<file path="src/rtl/alu_16_if.sv">
// Operand/result bundle for alu_16; master drives operands, slave returns registered results.
// No backpressure: in_valid is accepted every cycle, out_valid is a one-cycle strobe.
interface alu_16_if #(
  parameter int WIDTH = 16
);
  logic             in_valid;
  logic [WIDTH-1:0] x;
  logic [WIDTH-1:0] y;
  logic [2:0]       fnsel;
  logic [WIDTH-1:0] z;
  logic             c_n;
  logic             c_n_minus_1;
  logic             out_valid;

  modport master (
    output in_valid, x, y, fnsel,
    input  z, c_n, c_n_minus_1, out_valid
  );

  modport slave (
    input  in_valid, x, y, fnsel,
    output z, c_n, c_n_minus_1, out_valid
  );
endinterface

</file>
<file path="src/rtl/alu_16.sv">
// Registered ALU (add/sub/and/or/not/pass) with carry out of the top two bits; latency 1 cycle.
// No backpressure: one operation accepted per cycle; results hold until the next valid operation.
module alu_16 #(
  parameter int WIDTH = 16
) (
  input  logic  clk,
  input  logic  rst,
  alu_16_if.slave bus
);

  typedef enum logic [2:0] {
    FN_ADD  = 3'b000,
    FN_SUB  = 3'b001,
    FN_AND  = 3'b010,
    FN_OR   = 3'b011,
    FN_RSV4 = 3'b100,
    FN_CMP  = 3'b101,
    FN_PASS = 3'b110,
    FN_RSV7 = 3'b111
  } fn_e;

  fn_e              fn;
  logic [WIDTH-1:0] b_op;
  logic             carry_in;
  logic [WIDTH-1:0] low_sum;
  logic             carry_into_msb;
  logic             carry_out;
  logic [WIDTH-1:0] sum;

  logic [WIDTH-1:0] res_z;
  logic             res_cn;
  logic             res_cm;

  logic [WIDTH-1:0] z_q;
  logic             cn_q;
  logic             cm_q;
  logic             vld_q;

  assign fn = fn_e'(bus.fnsel);

  // The adder is split below the MSB so the carry into the top bit is visible directly.
  always_comb begin
    b_op           = bus.y ^ {WIDTH{bus.fnsel[0]}};
    carry_in       = bus.fnsel[0];
    low_sum        = {1'b0, bus.x[WIDTH-2:0]} + {1'b0, b_op[WIDTH-2:0]}
                   + {{(WIDTH-1){1'b0}}, carry_in};
    carry_into_msb = low_sum[WIDTH-1];
    carry_out      = (bus.x[WIDTH-1] & b_op[WIDTH-1])
                   | (carry_into_msb & (bus.x[WIDTH-1] ^ b_op[WIDTH-1]));
    sum            = {bus.x[WIDTH-1] ^ b_op[WIDTH-1] ^ carry_into_msb, low_sum[WIDTH-2:0]};
  end

  always_comb begin
    res_z  = '0;
    res_cn = 1'b0;
    res_cm = 1'b0;
    case (fn)
      FN_ADD, FN_SUB: begin
        res_z  = sum;
        res_cn = carry_out;
        res_cm = carry_into_msb;
      end
      FN_AND:  res_z = bus.x & bus.y;
      FN_OR:   res_z = bus.x | bus.y;
      FN_CMP:  res_z = ~bus.x;
      FN_PASS: res_z = bus.x;
      default: res_z = '0;
    endcase
  end

  always_ff @(posedge clk) begin
    if (rst) begin
      z_q   <= '0;
      cn_q  <= 1'b0;
      cm_q  <= 1'b0;
      vld_q <= 1'b0;
    end else begin
      vld_q <= bus.in_valid;
      if (bus.in_valid) begin
        z_q  <= res_z;
        cn_q <= res_cn;
        cm_q <= res_cm;
      end
    end
  end

  assign bus.z           = z_q;
  assign bus.c_n         = cn_q;
  assign bus.c_n_minus_1 = cm_q;
  assign bus.out_valid   = vld_q;

endmodule

</file>
<file path="src/flat_wrapper.sv">
// flat-port wrapper written by rule: the top's interface ports become plain ports
module alu_16_flat 
#(
  parameter int WIDTH = 16
)
  (clk, rst, bus_in_valid, bus_x, bus_y, bus_fnsel, bus_z, bus_c_n, bus_c_n_minus_1, bus_out_valid);
  alu_16_if #(.WIDTH(WIDTH)) bus_i ();
  input  logic clk;
  input  logic rst;
  input wire logic [$bits(bus_i.in_valid)-1:0] bus_in_valid;
  input wire logic [$bits(bus_i.x)-1:0] bus_x;
  input wire logic [$bits(bus_i.y)-1:0] bus_y;
  input wire logic [$bits(bus_i.fnsel)-1:0] bus_fnsel;
  output wire logic [$bits(bus_i.z)-1:0] bus_z;
  output wire logic [$bits(bus_i.c_n)-1:0] bus_c_n;
  output wire logic [$bits(bus_i.c_n_minus_1)-1:0] bus_c_n_minus_1;
  output wire logic [$bits(bus_i.out_valid)-1:0] bus_out_valid;
  assign bus_i.in_valid = bus_in_valid;
  assign bus_i.x = bus_x;
  assign bus_i.y = bus_y;
  assign bus_i.fnsel = bus_fnsel;
  assign bus_z = bus_i.z;
  assign bus_c_n = bus_i.c_n;
  assign bus_c_n_minus_1 = bus_i.c_n_minus_1;
  assign bus_out_valid = bus_i.out_valid;
  alu_16 #(.WIDTH(WIDTH)) u_core (.clk(clk), .rst(rst), .bus(bus_i));
endmodule
</file>
<file path="config.mk">
export PLATFORM = sky130hd
export DESIGN_NAME = alu_16_flat
export DESIGN_NICKNAME = d
export VERILOG_FILES = /design/src/rtl/alu_16_if.sv /design/src/rtl/alu_16.sv /design/src/flat_wrapper.sv
export SDC_FILE = /design/constraint.sdc
export NUM_CORES = 1
export LEC_CHECK = 0
export CAP_MARGIN = 20
export CORE_MARGIN = 8
export CORE_UTILIZATION = 54
export CTS_CLUSTER_DIAMETER = 200
export DETAILED_ROUTE_END_ITERATION = 6
export GPL_TIMING_DRIVEN = 0
export PLACE_DENSITY = 0.83
export SYNTH_ARGS = -nofsm -noshare
export SYNTH_HDL_FRONTEND = slang
export SYNTH_SLANG_ARGS = --single-unit
</file>
<file path="constraint.sdc">
create_clock -name clk -period 6.6 [get_ports clk]
set_input_delay 1.98 -clock clk [delete_from_list [all_inputs] [get_ports clk]]
set_output_delay 1.98 -clock clk [all_outputs]
set_load 0.03 [all_outputs]
</file>
# --- After elaboration in Yosys (flattened, before gate mapping) ---
# Index checks and enable logic that the tools add are counted.
classes:
  addsub: 2
  n_eq_ne: 5
  n_mux: 3
  bitwise_logic: 9
  n_reduce_logical: 2
op_table:
  columns: ["op", "n"]
  rows:
  - ["one-hot mux 16 bit (5 select lines)", 1]
  - ["adder 15 x 15 -> 16 bit", 1]
  - ["adder 16 x 1 -> 16 bit", 1]
  - ["bitwise AND 16 bit", 1]
  - ["inverter 16 bit", 1]
  - ["OR 16 bit", 1]
  - ["bitwise XOR 16 bit", 1]
  - ["== test 3 x 2 -> 1 bit (second input constant)", 2]
  - ["== test 3 bit (second input constant)", 2]
  - ["== test 3 x 1 -> 1 bit (second input constant)", 1]
  - ["zero test 3 bit", 1]
  - ["bitwise AND 1 bit", 2]
  - ["two-way mux 1 bit", 2]
  - ["OR reduction 2 bit", 1]
  - ["bitwise XOR 1 bit", 2]
  - ["OR 1 bit", 1]
totals:
  reg_bits: 19
  inputBits: 38
  out_inout_bits: 19
  wordCells: 25

# --- Longest topological paths before layout ---
# Gate-level depths: netlist of the first run.
depth:
  word_depth: 6
  depth_mapped: 15
  mapped_depth_nobuf: 11

# --- Least setup slack after synthesis of the first run ---
# OpenSTA, ideal clock, no wires.
synth_timing:
  path_kind: "input port to flip-flop"
  start: "input bus_fnsel[0]"
  end: "register u_core.z_q[15], in the netlist u_core.bus.z[15]"
  setup_time_ps: 132
  arrival_time_ps: 5015
  t_required_ps: 6468
  slack_ps: 1453
  cell_stages: 15
  cell_sequence: "buf_2 -> buf_2 -> buf_2 -> buf_2 -> xor2_1 -> ha_1 -> a21oi_1 -> o21ai_0 -> nor2_1 -> a21oi_1 -> or3_1 -> fa_1 -> o2bb2ai_1 -> o2111ai_1 -> a21oi_1"
synth_between:
  elab_chain_cells: 5
synth_lines:
  columns: ["element", "line", "text"]
  rows:
  - ["from (decl)", "flat_wrapper.sv:13", "input wire logic [$bits(bus_i.fnsel)-1:0] bus_fnsel;"]
  - ["bitwise XOR 16 bit", "alu_16.sv:43", "b_op = bus.y ^ {WIDTH{bus.fnsel[0]}};"]
  - ["adder 15 x 15 -> 16 bit", "alu_16.sv:45", "low_sum = {1'b0, bus.x[WIDTH-2:0]} + {1'b0, b_op[WIDTH-2:0]}"]
  - ["adder 16 x 1 -> 16 bit", "alu_16.sv:46", "+ {{(WIDTH-1){1'b0}}, carry_in};"]
  - ["bitwise XOR 1 bit", "alu_16.sv:50", "sum = {bus.x[WIDTH-1] ^ b_op[WIDTH-1] ^ carry_into_msb, low_sum[WIDTH-2:0]};"]
  - ["one-hot mux 16 bit (5 select lines) (*)", "alu_16.sv:57", "case (fn)"]
  - ["to (signal assigned)", "alu_16.sv:80", "z_q <= res_z;"]
  - ["to (decl)", "alu_16.sv:34", "logic [WIDTH-1:0] z_q;"]
# Mark *: on every way between the ends. The rest lies on a longest branch, timed or not.
# A chain may end at the register's enable or synchronous reset.

# --- Final worst setup path of the first run ---
# Ends and elaborated chain as after synthesis.

==> results of run 1 <==
[area by class of cell]
cell class | instances | area (sq um)
plain buffers | 18 | 80.1
clock buffers | 3 | 41.3
clock inverters | 1 | 5.00
fillers | 336 | 1130
inverters | 8 | 30.0
multi-input cells | 258 | 1810
flip-flops and latches | 19 | 380
well taps | 50 | 62.6
repair buffers | 52 | 520
[registers in the layout (all words and copies together), names as in the netlist]
register and count:
u_core.bus.z 16, u_core.bus.c_n 1, u_core.bus.c_n_minus_1 1, u_core.bus.out_valid 1
[metrics by stage]
step	area, sq um	power [W]
6_report	2930	0.000468
5_1_grt	2930	0.000497
4_1_cts	2930	0.000466
3_5_place_dp	2880	0.000378
3_3_place_gp	2880	0.000374
2_1_floorplan	2300	0.000296
[worst max path at each step]
stage | slack, ns | depth (start not counted) | end | start
after global placement | 0.84 | 15 | u_core.bus.z[15] | bus_fnsel[0]
after detailed placement | 0.81 | 15 | u_core.bus.z[15] | bus_fnsel[0]
final | 1.01 | 15 | u_core.bus.z[15] | bus_fnsel[0]
after floorplan | 1.45 | 15 | u_core.bus.z[15] | bus_fnsel[0]
after CTS | 1.09 | 15 | u_core.bus.z[15] | bus_fnsel[0]
after global routing | 0.77 | 15 | u_core.bus.z[15] | bus_fnsel[0]
[routing by layer]
layer	vias up	global-route usage, %	part of all wire [%]
met5	-	0	0
met4	0	5.71	0.56
met3	4	2.54	8.4
met2	142	35.8	47
met1	1243	30.5	44
li1	1251	-	-
[worst reg2reg max path, cell delays in order (launching register included)]
cell	delay, ns
dfxtp_1	0.32
nand2_1	0.05
o311ai_0	0.16
or3_1	0.41
mux2_2	0.26
[cells in the final DEF, fill, tap and decap left out, types with 3 or more instances in the layout]
cell type / instances
clkdlybuf4s50_1: 52
o21ai_0: 30
a21oi_1: 29
nor2_1: 26
dfxtp_1: 19
nand2_1: 17
ha_1: 17
xor2_1: 16
buf_2: 10
o211ai_1: 9
nand2b_1: 9
clkbuf_1: 8
or3_1: 8
inv_1: 7
nand3_1: 6
nor2b_1: 6
xnor2_1: 6
nor3_1: 5
o31ai_1: 5
nand4_1: 4
o2111ai_1: 4
o32ai_1: 4
mux2i_1: 3
o32a_1: 3
a211oi_1: 3
o21a_1: 3
clkbuf_8: 3
[where the power goes]
part	internal [W]	switching [W]	total, W
registers	0.000124	0.00000475	0.000129
logic	0.000109	0.000143	0.000252
clock network	0.0000421	0.0000456	0.0000877
total	0.000275	0.000193	0.000468
[cells by family after synthesis]
family,after synthesis
and+or+nand+nor,94
muxes,6
AOI/OAI and AO/OA,117
buffers and inverters,26
adders and majority gates,19
xor gates and xnor gates,22
DFF,19
==> flow_metrics.py, run 1 <==
metrics = {
    "finish": {
        "stdcell_count": 409,
        "syn2layout_area_growth_pct": 27.4,
        "nNetsFinal": 417,
        "antenna_cells": 0,
        "drive_gt1_share_pct": 6.96,
        "final_util_pct": 72.1,
    },
    "worst_setup_path": {
        "crit_slowest_cell": "fa_1",
        "r2r-start": "u_core.bus.z[14]",
        "worst-path-max-fanout": 10,
        "path_delay_family": "buffers and inverters",
        "rrSetupSlack_ns": 5.30,
        "startpoint_type": "primary input",
        "ff2ff_path_depth": 4,
        "critical_path.cell_chain": "buf_2 -> buf_2 -> buf_2 -> buf_2 -> xor2_1 -> ha_1 -> a21oi_1 -> o21ai_0 -> nor2_1 -> a21oi_1 -> or3_1 -> fa_1 -> o2bb2ai_1 -> o2111ai_1 -> a21oi_1",
        "cp_slowest_stage_delay_ns": 0.45,
        "required_ns": 6.74,
        "end_kind": "register",
        "critPathKind": "primary input to register",
        "reg2reg_to": "u_core.bus.z[14]",
        "timing.critical_path.mode_cell": "buf_2",
        "cp.arrival_ns": 5.73,
        "crit_buf_inv": 4,
    },
    "drt": {
        "routed_wl_mm": 7.46,
        "routedWlPerCell_microns": 18.2,
        "drt_iter0_drc": 255,
        "first_pass_iters": 5,
        "drt-vias-per-instance": 6.45,
        "num_vias": 2640,
        "ant_nets": 0,
        "drc": 0,
    },
    "yosys": {
        "synth_top_area_share_pct": 16.6,
        "synth_top_family_by_area": "compound AO/OA/AOI/OAI gates",
        "avgSynthCellArea_sq_um": 7.58,
        "yosysWarnings": 0,
        "synthMuxAreaShare_pct": 2.94,
        "async_flop_share_pct": 0,
        "ys_seq_area_share_pct": 16.6,
        "synthCells": 303,
        "ys_ff_latch": 19,
        "yosys-top-cells-area": "dfxtp_1 (17%), ha_1 (9.3%), o21ai_0 (6.5%)",
        "synth_common_cells": "o21ai_0 (30), a21oi_1 (29), nor2_1 (26), dfxtp_1 (19)",
        "synth.distinct_cells": 59,
        "yosysMostFrequentCell": "o21ai_0",
        "syn-cell-area_sq_mm": 0.00230,
        "yosysTopAreaCell": "dfxtp_1",
        "synth_fa_ha_area_share_pct": 11.0,
        "synth_simple_gate_area_share_pct": 21.1,
        "syn-num-nets": 360,
        "synth-compound-area-share_pct": 35.2,
        "synth-edff-count": 0,
        "synth_xor_area_share_pct": 8.39,
        "yosys_most_used_dff": "dfxtp_1",
    },
    "global_route": {
        "antenna_found_initial": 0,
        "grt_pass1_wl_mm": 11.8,
        "grt_max_degree": 12,
        "grt_pass1_vias": 2410,
        "grt.total_usage_pct": 22.2,
        "grt_overflow": 0,
    },
    "floorplanning": {
        "pin_count": 57,
        "die_w_microns": 81.2,
        "dieArea_sq_mm": 0.00660,
        "dieHeight_microns": 81.2,
        "start_util_pct": 56.6,
        "fp-row-count": 23,
        "core-area_sq_mm": 0.00406,
    },
    "sta": {
        "fin_crit_sh_pct": 84.8,
        "rsz0062_at_grt": "false",
        "slew-limit-headroom_pct": 63.3,
        "whs_ns": 0.476,
        "hold_viol": 0,
        "clock_skew_ns": 0,
        "tightest_slew_ns": 0.550,
        "timing.setup.tns_ns": 0,
        "layout_setup_ws_ns": 1.01,
        "setup_viol": 0,
        "drv_slew": 0,
        "fmax_mhz": 179,
        "final.min_clock_period_ns": 5.59,
    },
    "power_and_ir_drop": {
        "peakVddDrop_v": 0.0000987,
        "power.leakage_nw": 1.12,
        "power.density_mw_per_mm2": 160,
    },
    "hold_path": {
        "whs_path_depth": 2,
        "hold_end": "u_core.bus.z[2]",
        "min_path_type": "register to register",
        "worstHoldStart": "u_core.bus.z[2]",
    },
    "placed_design": {
        "placed_cells": 405,
        "dpl.hpwl_mm": 5.77,
        "port_buffers": 52,
        "gp_congestion": 0.976,
        "dp_slack_ns": 0.806,
    },
    "clock_network": {
        "clk_pin_slew_ns": 0.09,
        "clockBufferDepth": 2,
        "cts.sinks": 19,
        "cts_hold_buf": 0,
        "post_cts_resized": 0,
        "cts_max_level": 1,
        "root_buffer": "clkbuf_8",
        "cts_buffers": 3,
        "post-cts-setup-buffers": 0,
        "insertion_delay_ns": 0.27,
        "tritoncts": "built",
    },
    "job": {
        "maxCapViolCount": 0,
    },
    "outcome": {
        "status": "finished clean",
    },
}
(Power assumes the default switching activity.)
==> run 2, diff against run 1 <==
--- a/config.mk
+++ b/config.mk
@@ -7,11 +7,11 @@
 export LEC_CHECK = 0
 export CAP_MARGIN = 20
 export CORE_MARGIN = 8
-export CORE_UTILIZATION = 54
+export CORE_UTILIZATION = 50
 export CTS_CLUSTER_DIAMETER = 200
 export DETAILED_ROUTE_END_ITERATION = 6
 export GPL_TIMING_DRIVEN = 0
-export PLACE_DENSITY = 0.83
+export PLACE_DENSITY = 0.78
 export SYNTH_ARGS = -nofsm -noshare
 export SYNTH_HDL_FRONTEND = slang
 export SYNTH_SLANG_ARGS = --single-unit
==> constraint.sdc (replaced) <==
create_clock -name clk -period 5.5 [get_ports clk]
set_input_delay 1.65 -clock clk [delete_from_list [all_inputs] [get_ports clk]]
set_output_delay 1.65 -clock clk [all_outputs]
set_load 0.03 [all_outputs]
==> flow_metrics.py, run 2 (same netlist as run 1, synthesis figures left out) <==
metrics = {
    "outcome": {
        "status": "finished clean",
    },
    "finish": {
        "final_util_pct": 66.8,
        "antenna_cells": 0,
        "final_cell_mix": "clkdlybuf4s50_1 (52), o21ai_0 (30), a21oi_1 (29), nor2_1 (26), dfxtp_1 (19)",
        "final-seq-area_sq_um": 380,
        "final_common_cell": "clkdlybuf4s50_1",
        "largest_reg_flops": 16,
        "syn2layout_area_growth_pct": 27.6,
        "stdcell_count": 411,
        "multiInputGateArea_sq_mm": 0.00181,
        "nNetsFinal": 417,
        "fill_cells": 417,
        "drive_gt1_share_pct": 6.69,
    },
    "worst_setup_path": {
        "critPathKind": "primary input to register",
        "startpoint_type": "primary input",
        "end_kind": "register",
        "worst-path-max-fanout": 10,
        "cp.arrival_ns": 5.41,
        "required_ns": 5.63,
    },
    "placed_design": {
        "dpl.hpwl_mm": 5.76,
        "placed_cells": 407,
        "port_buffers": 52,
        "dp_slack_ns": -0.0325,
        "gp_congestion": 0.946,
    },
    "clock_network": {
        "tritoncts": "built",
        "cts.sinks": 19,
        "insertion_delay_ns": 0.26,
        "clk_pin_slew_ns": 0.08,
        "root_buffer": "clkbuf_8",
        "clockBufferDepth": 2,
        "cts_buffers": 3,
        "post-cts-setup-buffers": 0,
        "cts_max_level": 1,
    },
    "power_and_ir_drop": {
        "power.density_mw_per_mm2": 191,
        "p_clk_share_pct": 18.4,
        "p_sw_w": 0.000228,
        "p_sw_share_pct": 40.8,
        "seq_power_share_pct": 27.6,
        "p_int_w": 0.000331,
        "power.leakage_nw": 1.12,
        "p_comb_share_pct": 54.0,
        "peakVddDrop_v": 0.000114,
    },
    "global_route": {
        "grt.total_usage_pct": 20.7,
        "grt_pass1_vias": 2520,
        "grt_overflow": 0,
        "antenna_found_initial": 0,
        "grt_max_degree": 11,
        "grt_pass1_wl_mm": 12.5,
    },
    "floorplanning": {
        "die_w_microns": 83.8,
        "core-area_sq_mm": 0.00438,
        "fp-row-count": 24,
        "start_util_pct": 52.4,
        "dieArea_sq_mm": 0.00702,
        "dieHeight_microns": 83.8,
        "pin_count": 57,
    },
    "sta": {
        "final.min_clock_period_ns": 5.28,
        "layout_setup_ws_ns": 0.218,
        "drv_slew": 0,
        "setup_viol": 0,
        "tightest_slew_ns": 0.541,
        "fmax_mhz": 189,
        "rsz0062_at_grt": "false",
        "hold_viol": 0,
        "fin_crit_sh_pct": 96.0,
        "slew-limit-headroom_pct": 64.0,
        "clock_skew_ns": 0,
    },
    "drt": {
        "ant_nets": 0,
        "drt_iter0_drc": 289,
        "drc": 0,
        "num_vias": 2597,
        "routed_wl_mm": 7.39,
        "routedWlPerCell_microns": 18.0,
        "first_pass_iters": 6,
        "drt-vias-per-instance": 6.32,
    },
    "job": {
        "maxCapViolCount": 0,
    },
    "hold_path": {
        "min_path_type": "register to register",
    },
}
run 2: stage by stage:
step	power, W	setup TNS, ns	instance area (sq um)	hold WS, ns
2_1_floorplan	0.000355	0	2300	0.594
3_5_place_dp	0.000454	-0.0325	2880	0.467
4_1_cts	0.000557	0	2930	0.481
3_3_place_gp	0.000449	0	2880	0.458
5_1_grt	0.000593	0	2930	0.498
6_report	0.000559	0	2930	0.476
run 2: final cells by class:
type,count,share of cell area (%)
clock buffer,4,1.54
inverter,8,1.02
buffer,18,2.82
timing repair buffer,52,17.8
sequential,19,13.0
multi-input combinational,258,61.7
tap,52,2.22
run 2: worst max-delay path, stage by stage:
cell       delay, ns
buf_2           0.20
buf_2           0.28
buf_2           0.32
clkbuf_4        0.33
xor2_1          0.23
ha_1            0.29
a21oi_1         0.32
o21ai_0         0.17
nor2_1          0.22
a21oi_1         0.15
or3_1           0.38
fa_1            0.44
o2bb2ai_1       0.14
o2111ai_1       0.19
a21oi_1         0.09
run 2: what timing repair did:
item | 4_1_cts | 5_1_grt
endpoints found under the hold margin | 0 | 0
endpoints found under the setup margin | 0 | 1
hold buffers | 0 | 0
gates resized for setup | 0 | 1
run 2: layer usage:
metal	track usage [%]	vias up	wire length, microns
met4	4.55	0	85
met5	0	-	0
met3	4.30	16	506
met2	32.8	119	3380
li1	-	1254	-
met1	27.7	1208	3420
run 2: path summary, 6_finish.rpt:
| check | end | depth (start not counted) | slack [ns] | from |
|---|---|---|---|---|
| max | u_core.bus.z[15] | 15 | 0.22 | bus_fnsel[0] |
| min | u_core.bus.z[1] | 2 | 0.48 | u_core.bus.z[1] |
| max reg2reg | u_core.bus.z[14] | 4 | 4.23 | u_core.bus.z[14] |
| min reg2reg | u_core.bus.z[1] | 2 | 0.48 | u_core.bus.z[1] |
run 2: power by group through the flow:
stage | Clock, W | Sequential (W) | Combinational [W]
after floorplan | 0 | 0.000179 | 0.000176
after global placement | 0 | 0.000157 | 0.000292
after detailed placement | 0 | 0.000157 | 0.000296
after CTS | 0.000104 | 0.000154 | 0.000298
after global routing | 0.000109 | 0.000156 | 0.000329
final | 0.000103 | 0.000154 | 0.000302
==> run 3, diff against run 2 <==
==> constraint.sdc (replaced) <==
create_clock -name clk -period 6 [get_ports clk]
set_input_delay 1.8 -clock clk [delete_from_list [all_inputs] [get_ports clk]]
set_output_delay 1.8 -clock clk [all_outputs]
set_load 0.03 [all_outputs]
==> flow_metrics.py, run 3 (same netlist as run 1, synthesis figures left out) <==
metrics = {
    "outcome": {
        "status": "finished clean",
    },
    "clock_network": {
        "cts_max_level": 1,
        "post-cts-setup-buffers": 0,
        "clockBufferDepth": 2,
        "cts.sinks": 19,
        "clk_pin_slew_ns": 0.08,
        "insertion_delay_ns": 0.26,
        "post_cts_resized": 0,
        "cts_buffers": 3,
        "tritoncts": "built",
        "root_buffer": "clkbuf_8",
        "cts_hold_buf": 0,
    },
    "global_route": {
        "antenna_found_initial": 0,
        "grt_pass1_wl_mm": 12.5,
        "grt_overflow": 0,
        "grt.total_usage_pct": 20.7,
        "grt_max_degree": 11,
        "grt_pass1_vias": 2520,
    },
    "floorplanning": {
        "dieArea_sq_mm": 0.00702,
        "die_w_microns": 83.8,
        "fp-row-count": 24,
        "dieHeight_microns": 83.8,
        "core-area_sq_mm": 0.00438,
        "start_util_pct": 52.4,
        "pin_count": 57,
    },
    "worst_setup_path": {
        "r2r-start": "u_core.bus.z[14]",
        "cp.arrival_ns": 5.62,
        "reg2reg_to": "u_core.bus.z[14]",
        "startpoint_type": "primary input",
        "rrSetupSlack_ns": 4.73,
        "worst-path-max-fanout": 10,
        "ff2ff_path_depth": 4,
        "end_kind": "register",
        "critPathKind": "primary input to register",
        "required_ns": 6.13,
    },
    "drt": {
        "routed_wl_mm": 7.45,
        "drt_iter0_drc": 278,
        "routedWlPerCell_microns": 18.1,
        "num_vias": 2637,
        "first_pass_iters": 5,
        "drt-vias-per-instance": 6.42,
        "drc": 0,
        "ant_nets": 0,
    },
    "hold_path": {
        "hold_end": "u_core.bus.z[1]",
        "worstHoldStart": "u_core.bus.z[1]",
        "whs_path_depth": 2,
        "min_path_type": "register to register",
    },
    "sta": {
        "tightest_slew_ns": 0.530,
        "timing.setup.tns_ns": 0,
        "drv_slew": 0,
        "final.min_clock_period_ns": 5.48,
        "fmax_mhz": 182,
        "rsz0062_at_grt": "false",
        "slew-limit-headroom_pct": 64.7,
        "setup_viol": 0,
        "clock_skew_ns": 0,
        "hold_viol": 0,
        "fin_crit_sh_pct": 91.4,
    },
    "power_and_ir_drop": {
        "finalPower_w": 0.000514,
        "p_sw_share_pct": 40.9,
        "power.density_mw_per_mm2": 175,
        "power.leakage_nw": 1.12,
        "peakVddDrop_v": 0.000104,
        "p_comb_share_pct": 54.0,
        "seq_power_share_pct": 27.5,
        "p_clk_share_pct": 18.5,
        "p_sw_w": 0.000210,
        "p_int_w": 0.000304,
    },
    "placed_design": {
        "port_buffers": 52,
        "gp_congestion": 0.946,
        "dpl.hpwl_mm": 5.76,
    },
    "finish": {
        "final_cell_mix": "clkdlybuf4s50_1 (52), o21ai_0 (30), a21oi_1 (29), nor2_1 (26), dfxtp_1 (19)",
        "drive_gt1_share_pct": 6.69,
        "largest_reg_flops": 16,
        "final_common_cell": "clkdlybuf4s50_1",
        "antenna_cells": 0,
        "nNetsFinal": 417,
        "syn2layout_area_growth_pct": 27.5,
    },
    "job": {
        "maxCapViolCount": 0,
    },
}
## run 3: power groups by stage
stage	clock network (W)	logic, W	registers (W)
3_5_place_dp	0	0.000271	0.000144
2_1_floorplan	0	0.000161	0.000164
5_1_grt	0.0000996	0.000301	0.000143
4_1_cts	0.0000958	0.000273	0.000141
6_report	0.0000948	0.000277	0.000141
3_3_place_gp	0	0.000268	0.000144
## run 3: layer usage
metal	track usage (%)	routed length, microns	share of wire (%)
met1	27.7	3410	46
met2	32.8	3340	45
met3	4.30	603	8.1
met4	4.55	97	1.3
met5	0	0	0
## run 3: worst max path at each step
| stage | from | end | cells past startpoint |
|---|---|---|---|
| after floorplan | bus_fnsel[0] | u_core.bus.z[15] | 15 |
| after global placement | bus_fnsel[0] | u_core.bus.z[15] | 15 |
| after detailed placement | bus_fnsel[0] | u_core.bus.z[15] | 15 |
| after CTS | bus_fnsel[0] | u_core.bus.z[15] | 15 |
| after global routing | bus_fnsel[0] | u_core.bus.z[15] | 15 |
| final | bus_fnsel[0] | u_core.bus.z[15] | 15 |
## run 3: final cells by class
cell class / count / area [sq um]
multi-input cells: 258 / 1810
fillers: 418 / 1460
repair buffers: 52 / 520
flip-flops and latches: 19 / 380
plain buffers: 18 / 80.1
well taps: 52 / 65.1
clock buffers: 4 / 45.0
inverters: 8 / 30.0
## run 3: per-stage QoR
step / hold slack, ns / instances / setup WS [ns] / area [sq um] / util (%)
finish: 0.476 / 411 / 0.516 / 2930 / 66.8
global route: 0.498 / 411 / 0.342 / 2930 / 66.8
CTS: 0.481 / 411 / 0.595 / 2930 / 66.8
detailed placement: 0.467 / 407 / 0.318 / 2880 / 65.8
global placement: 0.458 / 407 / 0.417 / 2880 / 65.8
floorplan: 0.594 / 303 / 1.03 / 2300 / -
## run 3: worst max-delay path: stages
cell and delay, ns:
buf_2 0.20, buf_2 0.28, buf_2 0.32, buf_2 0.38, xor2_1 0.24, ha_1 0.29, a21oi_1 0.32, o21ai_0 0.17
nor2_1 0.22, a21oi_1 0.15, or3_1 0.38, fa_1 0.44, o2bb2ai_1 0.14, o2111ai_1 0.19, a21oi_1 0.09
